**src/rtl/pipelined_cla_addsub.sv**
```systemverilog
// Skewed-pipeline carry-look-ahead adder/subtractor: one WIDTH/STAGES slice per stage,
// slice carries registered forward, valid/ready handshake with per-stage bubble collapse.
module pipelined_cla_addsub #(
   parameter int WIDTH  = 32,
   parameter int STAGES = 2,
   parameter int GROUP  = 4
) (
   input  logic             clk,
   input  logic             rst_n,
   input  logic             in_valid,
   output logic             in_ready,
   input  logic [WIDTH-1:0] a,
   input  logic [WIDTH-1:0] b,
   input  logic             sub,
   input  logic             cin,
   output logic             out_valid,
   input  logic             out_ready,
   output logic [WIDTH-1:0] sum,
   output logic             cout,
   output logic             ovf
);

   localparam int SW = WIDTH / STAGES;
   localparam int NG = SW / GROUP;

   // Returns {carry_out, sum} of one slice; group G/P terms chain the group carries.
   function automatic logic [SW:0] cla_slice(input logic [SW-1:0] x,
                                             input logic [SW-1:0] y,
                                             input logic          c0);
      logic [SW-1:0] g, p, s;
      logic [NG:0]   cg;
      logic          gg, gp, c;
      g     = x & y;
      p     = x ^ y;
      s     = '0;
      cg    = '0;
      cg[0] = c0;
      for (int j = 0; j < NG; j++) begin
         gg = 1'b0;
         gp = 1'b1;
         for (int i = 0; i < GROUP; i++) begin
            gg = g[j*GROUP+i] | (p[j*GROUP+i] & gg);
            gp = gp & p[j*GROUP+i];
         end
         cg[j+1] = gg | (gp & cg[j]);
         c = cg[j];
         for (int i = 0; i < GROUP; i++) begin
            s[j*GROUP+i] = p[j*GROUP+i] ^ c;
            c = g[j*GROUP+i] | (p[j*GROUP+i] & c);
         end
      end
      return {cg[NG], s};
   endfunction

   logic ovf_q;

   for (genvar k = 0; k < STAGES; k++) begin : g_stage
      // RW: bits still to be summed when a beat enters this stage (this slice and above)
      localparam int RW = WIDTH - k*SW;

      logic                vld_q, rdy, up_vld, dn_rdy, c_in, c_q, ld;
      logic [RW-1:0]       src_a, src_b;
      logic [SW:0]         res;
      logic [(k+1)*SW-1:0] s_d, s_q;

      if (k == 0) begin : g_head
         assign up_vld = in_valid;
         assign src_a  = a;
         assign src_b  = b ^ {WIDTH{sub}};
         assign c_in   = sub | cin;
         assign s_d    = res[SW-1:0];
      end else begin : g_body
         assign up_vld = g_stage[k-1].vld_q;
         assign src_a  = g_stage[k-1].g_pend.pa_q;
         assign src_b  = g_stage[k-1].g_pend.pb_q;
         assign c_in   = g_stage[k-1].c_q;
         assign s_d    = {res[SW-1:0], g_stage[k-1].s_q};
      end

      if (k == STAGES-1) begin : g_dn_out
         assign dn_rdy = out_ready;
      end else begin : g_dn_stage
         assign dn_rdy = g_stage[k+1].rdy;
      end

      assign rdy = !vld_q || dn_rdy;
      assign ld  = rdy && up_vld;
      assign res = cla_slice(src_a[SW-1:0], src_b[SW-1:0], c_in);

      always_ff @(posedge clk or negedge rst_n) begin
         if (!rst_n) begin
            vld_q <= 1'b0;
            s_q   <= '0;
            c_q   <= 1'b0;
         end else begin
            if (rdy) vld_q <= up_vld;
            if (ld) begin
               s_q <= s_d;
               c_q <= res[SW];
            end
         end
      end

      if (k < STAGES-1) begin : g_pend
         logic [RW-SW-1:0] pa_q, pb_q;
         always_ff @(posedge clk or negedge rst_n) begin
            if (!rst_n) begin
               pa_q <= '0;
               pb_q <= '0;
            end else if (ld) begin
               pa_q <= src_a[RW-1:SW];
               pb_q <= src_b[RW-1:SW];
            end
         end
      end else begin : g_last
         // Operand MSBs are only visible here, so overflow is resolved while loading the last stage.
         always_ff @(posedge clk or negedge rst_n) begin
            if (!rst_n) ovf_q <= 1'b0;
            else if (ld) ovf_q <= (src_a[RW-1] == src_b[RW-1]) && (res[SW-1] != src_a[RW-1]);
         end
      end
   end

   assign in_ready  = g_stage[0].rdy;
   assign out_valid = g_stage[STAGES-1].vld_q;
   assign sum       = g_stage[STAGES-1].s_q;
   assign cout      = g_stage[STAGES-1].c_q;
   assign ovf       = ovf_q;

endmodule

```
**config.mk**
```make
export PLATFORM = sky130hd
export DESIGN_NAME = pipelined_cla_addsub
export DESIGN_NICKNAME = d
export VERILOG_FILES = /design/src/rtl/pipelined_cla_addsub.sv
export SDC_FILE = /design/constraint.sdc
export NUM_CORES = 1
export LEC_CHECK = 0
export ABC_CLOCK_PERIOD_IN_PS = 8500
export CAP_MARGIN = 20
export CORE_MARGIN = 8
export CORE_UTILIZATION = 40
export CTS_BUF_LIST = sky130_fd_sc_hd__clkbuf_8
export CTS_CLUSTER_DIAMETER = 50
export DETAILED_ROUTE_END_ITERATION = 12
export PLACE_DENSITY = 0.73
export REMOVE_ABC_BUFFERS = 1
export SYNTH_ARGS = -nofsm -noshare
export SYNTH_HDL_FRONTEND = slang
export SYNTH_SLANG_ARGS = --single-unit
```
**constraint.sdc**
```tcl
create_clock -name clk -period 8.5 [get_ports clk]
set_input_delay 0.85 -clock clk [delete_from_list [all_inputs] [get_ports clk]]
set_output_delay 0.85 -clock clk [all_outputs]
set_load 0.1 [all_outputs]
```
==> Word level (Yosys, flattened, before mapping) <==
Cells that the tools add are included.
{ "classes": {"n_eq_ne": 2, "n_lt_le_gt_ge": 0, "n_reduce_logical": 7, "muxes": 0, "add_sub_neg": 0, "n_shift": 0, "bitwise_logic": 174, "div": 0, "n_mul": 0} }
{ "op_table": {"columns": ["op", "n"], "rows": [
  ["AND 1 bit", 80],
  ["OR 1 bit", 57],
  ["AND 16 bit", 2],
  ["bitwise XOR 1 bit", 32],
  ["bitwise XOR 16 bit", 2],
  ["bitwise XOR 32 bit", 1],
  ["logical AND 1 bit", 3],
  ["zero test 1 bit", 2],
  ["logical OR 1 bit", 2],
  ["equality test 1 bit", 1],
  ["!= test 1 bit", 1]
]} }
{ "totals": {"word_cells": 192, "input_bits": 70, "latchBits": 0, "out_inout_bits": 36, "memories": 0, "ff_bits": 85, "romBits": 0, "ram_bits": 0} }

==> Depth between registers and ports, before layout <==
{ "depth": {"ltp_word": 21, "ltp_mapped": 14, "ltp_nobuf": 12} }

==> Worst setup path after synthesis <==
No wires, ideal clock.
{ "synth_timing": {"path_kind": "in2reg", "from": "in sub", "to": "reg g_stage[0].s_q[14]", "n_path_buf": 2, "required_ns": 8.417, "path_slack_ns": 4.764, "path_stages": 13, "arrival_time_ns": 3.653, "setup_ns": 0.083, "path_cell_list": "buf_6 -> buf_2 -> xor2_1 -> ha_1 -> a211oi_2 -> nor2_1 -> or3_1 -> a211o_1 -> a21oi_1 -> fa_1 -> fa_1 -> fa_1 -> o21ai_0"} }
{ "synth_via": {"elab_chain_cells": 18, "word_cells_on_any_way": 42, "cone_classes": "bitwise: 42"} }
{ "synth_rtl": {"columns": ["item", "line_no", "rtl"], "rows": [
  ["from (decl)", "14", "input logic sub,"],
  ["bitwise XOR 32 bit", "69", "assign src_b = b ^ {WIDTH{sub}};"],
  ["bitwise XOR 16 bit or AND 16 bit (tied branches)", "34, 33", null],
  ["AND 1 bit", "42", "gg = g[j*GROUP+i] | (p[j*GROUP+i] & gg);"],
  ["OR 1 bit", "42", null],
  ["AND 1 bit", "42", null],
  ["OR 1 bit", "42", null],
  ["AND 1 bit", "42", null],
  ["OR 1 bit", "42", null],
  ["(+2 left out)", null, null],
  ["OR 1 bit", "45", "cg[j+1] = gg | (gp & cg[j]);"],
  ["AND 1 bit", "45", null],
  ["OR 1 bit", "45", null],
  ["AND 1 bit", "49", "c = g[j*GROUP+i] | (p[j*GROUP+i] & c);"],
  ["OR 1 bit", "49", null],
  ["AND 1 bit", "49", null],
  ["OR 1 bit", "49", null],
  ["bitwise XOR 1 bit *", "48", "s[j*GROUP+i] = p[j*GROUP+i] ^ c;"],
  ["to (signal assigned)", "93", "s_q <= '0;"],
  ["to (signal assigned)", "98", "s_q <= s_d;"],
  ["to (decl)", "64", "logic [(k+1)*SW-1:0] s_d, s_q;"]
]} }
Every way passes the cells marked *; elsewhere a longest branch is shown, timed or not.
A chain may end at the register's enable or synchronous reset.

==> Worst setup path after layout <==
Same ends and word-level chain as after synthesis.

==> results.md <==
- Setup CP Type: in -> reg
- Die height: 125 um
- Ys Warns: 0
- Root Driver: clkbuf_8
- Share of cells above drive strength 1: 12.8%
- Drt total wl: 10.3 mm
- Critical path's most frequent cell: fa_1
- Post-CTS Setup Bufs: 0
- I/O pin count: 106
- Critical path startpoint category: input port
- First-pass DRT Iterations: 4
- Final Util: 53.4%
- Gr ovfl total: 0
- Mapped Avg Cell Area: 11.6 sq um
- Most common cell after layout, fill and taps aside: clkdlybuf4s50_1
- Diode count: 0
- Total Nets Final: 636
- # H-tree levels: 3
- Row count: 39
- Vias after detailed routing: 3235
- Synthesized area: 0.00473 sq mm
- Hold depth: 2
- Final setup TNS: 0 ns
- # port buffers: 105
- Slew Limit Fails: 0
- Peak supply drop: 247 uV
- Antenna-violating nets left: 0
- Hold WS: 0.479 ns
- Resized Gates After CTS: 0
- Fin crit share: 49.4%
- Crit end category: flip-flop
- Commonest non-fill, non-tap cells in the layout: 103 x clkdlybuf4s50_1, 85 x dfrtp_1, 43 x mux2_2, 42 x o21ai_0, 41 x nand2_1
- RSZ-0062 raised after global routing: no
- Worst-path clk slew: 0.08 ns
- Global placement routability congestion: 0.795
- Pwr dens: 320 mW/mm^2
- Number of global-route vias before repair: 3593
- Via density: 4.92
- Run status: complete, no violations
- First-pass GRT wire length: 17.4 mm
- Core area: 0.0115 sq mm
- Starting Density: 41.2%
- Hold_buf cts: 0
- Maximum fanout count along the critical path: 33
- FF-to-FF path depth: 11
- Longest Clk Path Bufs: 2
- Largest net degree at the start of global routing: 82
- Total power: 1.96 mW
- Area occupied by multi-input gates: 0.00240 sq mm
- Synth cell types: 32
- DRC: 0
- Max Cap Violations: 0
- Final setup violation count: 0
- Fmax: 238 MHz
- Placed Cells incl. Taps: 642
- Crit path arrival time: 4.45 ns
- Sequential Area: 0.00213 sq mm
- TritonCTS clock tree: built
- CP max-delay cell: buf_2
- Hold WC Path Type: reg -> reg
- Area delta synth->final: 29.6%
- TritonCTS Buffers: 9
- CTS Sinks: 85
- Mapped Cells: 408
- Slowest stage delay, CP: 0.76 ns
- Slew HR: 31.9%
- Avg WL per Cell: 15.6 um
- Cell chain of the critical path: buf_2, xor2_1, ha_1, a211oi_2, nor2_1, or3_1, a211o_1, a21oi_1, fa_1, fa_1, fa_1, o21ai_0
- Worst clock skew: 0.0117 ns
- Fin cells: 657
- Post-layout min period: 4.20 ns
- Initial drt markers: 181
- Seq/Total Area, Yosys: 45.0%
- Antenna violations before repair: 0
- Total GRT Usage: 13.7%
- DIE WIDTH: 125 um
- Worst slew pin tran: 1.02 ns
- Hold Fails Final Rpt: 0
- Data required time of the worst path: 8.75 ns
- FILL cells: 1006
- HPWL Detailed: 7.76 mm
- Pleak: 2.73 nW
- Die Footprint: 0.0156 sq mm
- Clk_lat worst skew: 0.35 ns
- Flops & latches, synth: 85
[critical path: cells and delay by family]
kind	cells	cell delay, ns
xor+xnor	1	0.22
fa+ha+maj	4	1.24
simple gates	2	0.45
compound gates	4	0.93
buf+inv	1	0.76
[area by class of cell]
cell class / instances / area share (%)
clock buffer: 12 / 2.70
clock inverter: 3 / 1.10
inverter: 33 / 2.02
multi-input combinational: 274 / 39.3
sequential: 85 / 34.7
tap: 143 / 2.92
timing repair buffer: 107 / 17.3
[layer usage]
| metal | routed length, um | up-vias | track usage (%) |
|---|---|---|---|
| li1 | - | 1559 | - |
| met1 | 4670 | 1587 | 16.5 |
| met2 | 5020 | 77 | 22.9 |
| met5 | 0 | - | 0 |
| met4 | 170 | 0 | 5.67 |
| met3 | 401 | 12 | 3.23 |
[cells in the mapped netlist, drive strengths merged]
| cell | instances | area, sq um |
|---|---|---|
| a211o | 2 | 17.5 |
| a211oi | 4 | 35.0 |
| a21oi | 14 | 70.1 |
| a311o | 1 | 10.0 |
| a41oi | 1 | 8.76 |
| and2 | 1 | 6.26 |
| and4 | 3 | 26.3 |
| buf | 9 | 50.0 |
| clkbuf | 7 | 26.3 |
| dfrtp | 85 | 2130 |
| fa | 24 | 480 |
| ha | 32 | 400 |
| inv | 33 | 124 |
| mux2 | 43 | 484 |
| nand2 | 43 | 161 |
| nand2b | 3 | 18.8 |
| nand3 | 1 | 5.00 |
| nand3b | 1 | 7.51 |
| nand4 | 3 | 18.8 |
| nor2 | 10 | 45.0 |
| nor3 | 1 | 5.00 |
| o21a | 1 | 7.51 |
| o21ai | 42 | 210 |
| o221ai | 1 | 8.76 |
| o31ai | 1 | 7.51 |
| or3 | 1 | 6.26 |
| xnor2 | 20 | 175 |
| xor2 | 21 | 184 |
[power breakdown]
part / internal, mW / switching, mW / total (mW) / leakage, nW
logic: 0.303 / 0.732 / 1.04 / 1.59
clock network: 0.188 / 0.142 / 0.330 / 0.115
registers: 0.522 / 0.0739 / 0.596 / 1.02
total: 1.01 / 0.948 / 1.96 / 2.73
[final timing paths]
kind	start	end	slack, ns
hold / removal	g_stage[0].s_q[0]$_DFFE_PN0P_	g_stage[0].s_q[0]$_DFFE_PN0P_	0.48
setup / recovery	sub	g_stage[0].s_q[14]$_DFFE_PN0P_	4.30
hold reg to reg	g_stage[0].s_q[0]$_DFFE_PN0P_	g_stage[0].s_q[0]$_DFFE_PN0P_	0.48
max in group asynchronous	rst_n	g_stage[0].g_pend.pa_q[8]$_DFFE_PN0P_	7.05
setup reg to reg	g_stage[0].g_pend.pa_q[2]$_DFFE_PN0P_	ovf$_DFFE_PN0P_	4.97
min in group asynchronous	rst_n	sum[25]$_DFFE_PN0P_	0.49
[through the flow]
step,setup slack (ns),area (sq um)
2_1_floorplan,4.33,4650
3_3_place_gp,4.15,5890
3_5_place_dp,3.90,5890
4_1_cts,4.27,6130
5_1_grt,4.06,6130
6_report,4.30,6130
[cell families after synthesis]
logic type	share of synthesized area, %
muxes	10.2
DFF	45.0
xor gates and xnor gates	7.60
buffers and inverters	4.24
and+or+nand+nor	6.35
adders and majority gates	18.6
AOI/OAI and AO/OA	7.94
[sequential cells by signal, summed over array words and instances, names as in the netlist, 16 cells and up]
| name | flops |
|---|---|
| g_stage.g_pend.pb_q | 16 |
| sum | 32 |
| g_stage.g_pend.pa_q | 16 |
| g_stage.s_q | 16 |
Power figures use the tool's default switching activity.
